--- config.mk ---
export PLATFORM = sky130hd
export DESIGN_NAME = microinstruction_fetch
export DESIGN_NICKNAME = d
export VERILOG_FILES = /design/src/rtl/microinstruction_fetch.sv
export SDC_FILE = /design/constraint.sdc
export NUM_CORES = 1
export LEC_CHECK = 0
export CAP_MARGIN = 20
export CORE_ASPECT_RATIO = 0.9
export CORE_MARGIN = 4
export CORE_UTILIZATION = 42
export DETAILED_ROUTE_END_ITERATION = 10
export GPL_TIMING_DRIVEN = 1
export PLACE_DENSITY = 0.79
export SETUP_SLACK_MARGIN = 0.05
export SYNTH_ARGS = -nofsm -noshare
export SYNTH_HDL_FRONTEND = slang
export SYNTH_SLANG_ARGS = --single-unit
--- constraint.sdc ---
create_clock -name clock -period 2.4 [get_ports clock]
set_clock_uncertainty 0.15 [all_clocks]
set_input_delay 0.48 -clock clock [delete_from_list [all_inputs] [get_ports clock]]
set_output_delay 0.48 -clock clock [all_outputs]
set_load 0.1 [all_outputs]
--- src/rtl/microinstruction_fetch.sv ---
`timescale 1ns/1ps
// Microinstruction fetch stage.
// Holds the micro-PC (UADDR) that addresses the control store. It registers the
// returned control word into the issued field outputs one cycle later.
// A small IDLE/RUN/HALT controller sequences start, stall, flush,
// branch redirects and the HALT microinstruction.
module microinstruction_fetch #(
  parameter logic [8:0] RESET_ADDR = 9'h000,
  parameter logic [3:0] HALT_ALU   = 4'hF
) (
  input  logic        clock,
  input  logic        reset,
  input  logic        start,
  input  logic        stall,
  input  logic        flush,
  input  logic        branch_taken,
  input  logic [8:0]  branch_addr,
  output logic [8:0]  UADDR,
  input  logic [31:0] UWORD,
  output logic [3:0]  ALU3,
  output logic [1:0]  SH3,
  output logic [5:0]  C3,
  output logic [6:0]  T3,
  output logic [10:0] DATA_ADDR_3,
  output logic [1:0]  M3,
  output logic        VALID3
);

  typedef enum logic [1:0] {
    IDLE = 2'd0,
    RUN  = 2'd1,
    HALT = 2'd2
  } state_t;

  state_t      state;
  state_t      state_next;

  logic [8:0]  uaddr_next;
  logic [8:0]  uaddr_inc;

  // The issued word is kept packed exactly as it arrives from the control store.
  logic [31:0] issue_word;
  logic [31:0] issue_word_next;
  logic        issue_valid;
  logic        issue_valid_next;

  logic        uword_is_halt;

  // The micro-PC wraps modulo 512 with no carry out.
  assign uaddr_inc = UADDR + 9'd1;

  // HALT is identified by the ALU opcode together with M = 2'b11.
  assign uword_is_halt = (UWORD[31:28] == HALT_ALU) && (UWORD[1:0] == 2'b11);

  assign ALU3        = issue_word[31:28];
  assign SH3         = issue_word[27:26];
  assign C3          = issue_word[25:20];
  assign T3          = issue_word[19:13];
  assign DATA_ADDR_3 = issue_word[12:2];
  assign M3          = issue_word[1:0];
  assign VALID3      = issue_valid;

  // The state register is cleared to IDLE the moment reset drops.
  always_ff @(posedge clock or negedge reset) begin
    if (!reset) begin
      state <= IDLE;
    end else begin
      state <= state_next;
    end
  end

  // The micro-PC and issued fields are cleared on reset so nothing partial survives.
  always_ff @(posedge clock or negedge reset) begin
    if (!reset) begin
      UADDR       <= RESET_ADDR;
      issue_word  <= 32'h0000_0000;
      issue_valid <= 1'b0;
    end else begin
      UADDR       <= uaddr_next;
      issue_word  <= issue_word_next;
      issue_valid <= issue_valid_next;
    end
  end

  // Next-state, next micro-PC and next issued fields. Priority in RUN is branch, then flush, then stall.
  always_comb begin
    state_next       = state;
    uaddr_next       = UADDR;
    issue_word_next  = issue_word;
    issue_valid_next = issue_valid;

    unique case (state)
      IDLE: begin
        if (start) begin
          state_next = RUN;
        end
      end

      RUN: begin
        if (branch_taken) begin
          uaddr_next       = branch_addr;
          issue_word_next  = 32'h0000_0000;
          issue_valid_next = 1'b0;
        end else if (flush) begin
          uaddr_next       = uaddr_inc;
          issue_word_next  = 32'h0000_0000;
          issue_valid_next = 1'b0;
        end else if (stall) begin
          uaddr_next       = UADDR;
        end else begin
          issue_word_next  = UWORD;
          issue_valid_next = 1'b1;
          if (uword_is_halt) begin
            uaddr_next = UADDR;
            state_next = HALT;
          end else begin
            uaddr_next = uaddr_inc;
          end
        end
      end

      HALT: begin
        issue_word_next  = 32'h0000_0000;
        issue_valid_next = 1'b0;
        if (start) begin
          uaddr_next = uaddr_inc;
          state_next = RUN;
        end
      end

      default: begin
        state_next       = IDLE;
        issue_word_next  = 32'h0000_0000;
        issue_valid_next = 1'b0;
      end
    endcase
  end

endmodule
==> metrics <==
status=finished clean; Async SR Flop Fraction=1.000; GRT Util Overall=0.1731; max-cap viol count=0; Routed Antenna Nets=0; WHS=0.3350 ns; unrepaired setup endpoints after global routing=false; critical path cell sequence=inv_1 > ha_1 > nor3b_4 > buf_4 > buf_4 > nand2_1 > o21ai_0; Peak Freq=0.5045 GHz; IO Pins=89; CTS tree=done; xor/xnor share of the synthesized area=0; Worst-Margin Slew=0.4203 ns; WL met2=2.665 mm; CP startpoint=state[1]; sequential area share after synthesis=0.5216; CTS buffer count=5; via count=1959; initial antenna violation count=0; Residual DRC=0; R2R depth=7; setup_tns=0 ns; post-synthesis register bit count=44; largest net degree at the start of global routing=41; Mapped Cells=230; EDFF count, synth=0; Initial Utilization=0.4339; row count=24; synthesized area per cell=9.177 sq um; CP Capture Type=register; crit-path max cell delay=0.42 ns; Skew-Pair Late Insertion Delay=0.29 ns; pwr dens=1325 nW/um^2; DIE AREA=6225 sq um; Synth Net Count=282; area grow syn2layout=46.35%; slew margin rel.=0.7198; CTS sink count=44; CP Max Fanout=22; CTS H-tree lvls=2; Register Area=1101 sq um; worst hold path type=reg2reg; Final Hold Fails=0; drt initial violations=150; Most common cell on crit path=buf_4; crit path launch type=register; vias in the first global route=1804; reg2reg start=state[1]; Pins Over Slew Limit=0; Overflow after GRT=0; hold path depth=2; adder-cell area share of the yosys netlist=0.02964; Met3 Routed Length=480 um; Post-synth top flop=dfrtp_1; post-synthesis instance area=2111 sq um; nets=374; Post-CTS Setup Repair Bufs=0; drt total wl=5.470 mm; die height=75.26 um; share of cells above drive strength 1=0.2012; worst hold start=issue_word[9]; Yosys warnings=0; simple-gate area share of the yosys netlist=0.1879; final period utilization=0.8259; CP Data Required Time=2.45 ns; combinational family with the most area after synthesis=compound AO/OA/AOI/OAI gates; Slowest cell on crit path=dfrtp_1; Worst EP arrival=2.04 ns; DRT Pass-1 Iters=4; CTS max path bufs=2; IO buf count=88; DP HPWL=4.246 mm; number of vias per cell=5.049; fin crit period=1.982 ns; most common cell after layout, fill and taps aside=nand2_1; Die W=82.73 um; Pleak=1.387 nW; Synth cell types=37; WL/cell=14.10 um; compound-gate portion of the synthesized area=0.2069; total power draw=4.093 mW; CORE AREA=4865 sq um; area taken by multi-input logic gates=919.6 sq um; mux contribution to synthesized area=0.01067; path type of the worst setup path=reg2reg; # setup viols final=0; diodes inserted=0; top layer in use=met4; most frequent cells in the layout=nand2_1 (74), buf_4 (50), clkdlybuf4s50_1 (45); Met1 Wirelength=2.271 mm; first-pass GRT wire length=8.211 mm; fill count=426; RD Place Congestion=0.8916; clock root buffer=clkbuf_8; VDD IR max=0.6013 mV; Reg clk slew, reported paths=0.08 ns
==> through the flow <==
step | cells | setup slack, ns | cell area, sq um | utilization
after floorplan | 230 | 0.2076 | 2111 | -
after global placement | 379 | 0.2366 | 2972 | 0.6109
after detailed placement | 379 | 0.1445 | 2972 | 0.6109
after CTS | 388 | 0.4330 | 3089 | 0.6350
after global routing | 388 | 0.3432 | 3089 | 0.6350
final | 388 | 0.4178 | 3089 | 0.6350
==> layer usage <==
layer,track usage,vias to the layer above
li1,-,983
met1,0.2162,895
met2,0.2980,76
met3,0.04545,5
met4,0.04719,0
met5,0,-
==> logic make-up after synthesis <==
kind of cell / count (synthesis)
simple gates: 92
compound gates: 69
flops: 44
buf+inv: 18
fa+ha+maj: 5
mux: 2
==> layout make-up <==
class,count,area share
inverter,5,0.006075
tap,65,0.02633
clock inverter,2,0.01134
clock buffer,6,0.02349
multi-input combinational,168,0.2977
timing repair buffer,98,0.2787
sequential,44,0.3564
==> final timing paths <==
kind | end | slack [ns]
setup reg to reg | issue_word[12] | 0.42
max in group asynchronous | issue_word[2] | 1.07
setup / recovery | issue_word[12] | 0.42
min in group asynchronous | issue_word[24] | 0.48
hold reg to reg | issue_word[9] | 0.34
hold / removal | issue_word[9] | 0.34
==> critical path: cells and delay by family (launching register included) <==
family / cells / cell delay (ns)
buffers and inverters: 3 / 0.66
DFF: 1 / 0.42
and+or+nand+nor: 2 / 0.28
adders and majority gates: 1 / 0.20
AOI/OAI and AO/OA: 1 / 0.18
==> sequential cells by signal (all words and copies together), names as in the netlist <==
signal      count
issue_word     32
VALID3          1
state           2
UADDR           9
==> power by group <==
| group | leakage (nW) | total [mW] | switching, mW | internal (mW) |
|---|---|---|---|---|
| Combinational | 0.749 | 2.46 | 1.88 | 0.582 |
| Sequential | 0.582 | 1.09 | 0.158 | 0.929 |
| Clock | 0.0552 | 0.548 | 0.239 | 0.309 |
==> Yosys cell counts (4+ instances only) <==
| library cell | instances | area share |
|---|---|---|
| nand2_1 | 74 | 0.13 |
| dfrtp_1 | 44 | 0.52 |
| o21ai_1 | 22 | 0.052 |
| o21ai_0 | 14 | 0.033 |
| a211oi_1 | 6 | 0.021 |
| a2bb2oi_1 | 5 | 0.021 |
| buf_4 | 5 | 0.018 |
| ha_1 | 5 | 0.030 |
| inv_1 | 5 | 0.0089 |
| nor2_1 | 5 | 0.0089 |
| a21oi_1 | 4 | 0.0095 |
| buf_2 | 4 | 0.0095 |
| clkbuf_1 | 4 | 0.0071 |
==> repair_timing <==
action | 4_1_cts | 5_1_grt
hold endpoints to repair | 16 | 0
hold buffers | 1 | 0
gates resized for setup | 0 | 0
setup endpoints to repair | 0 | 0
(Power assumes the default switching activity.)
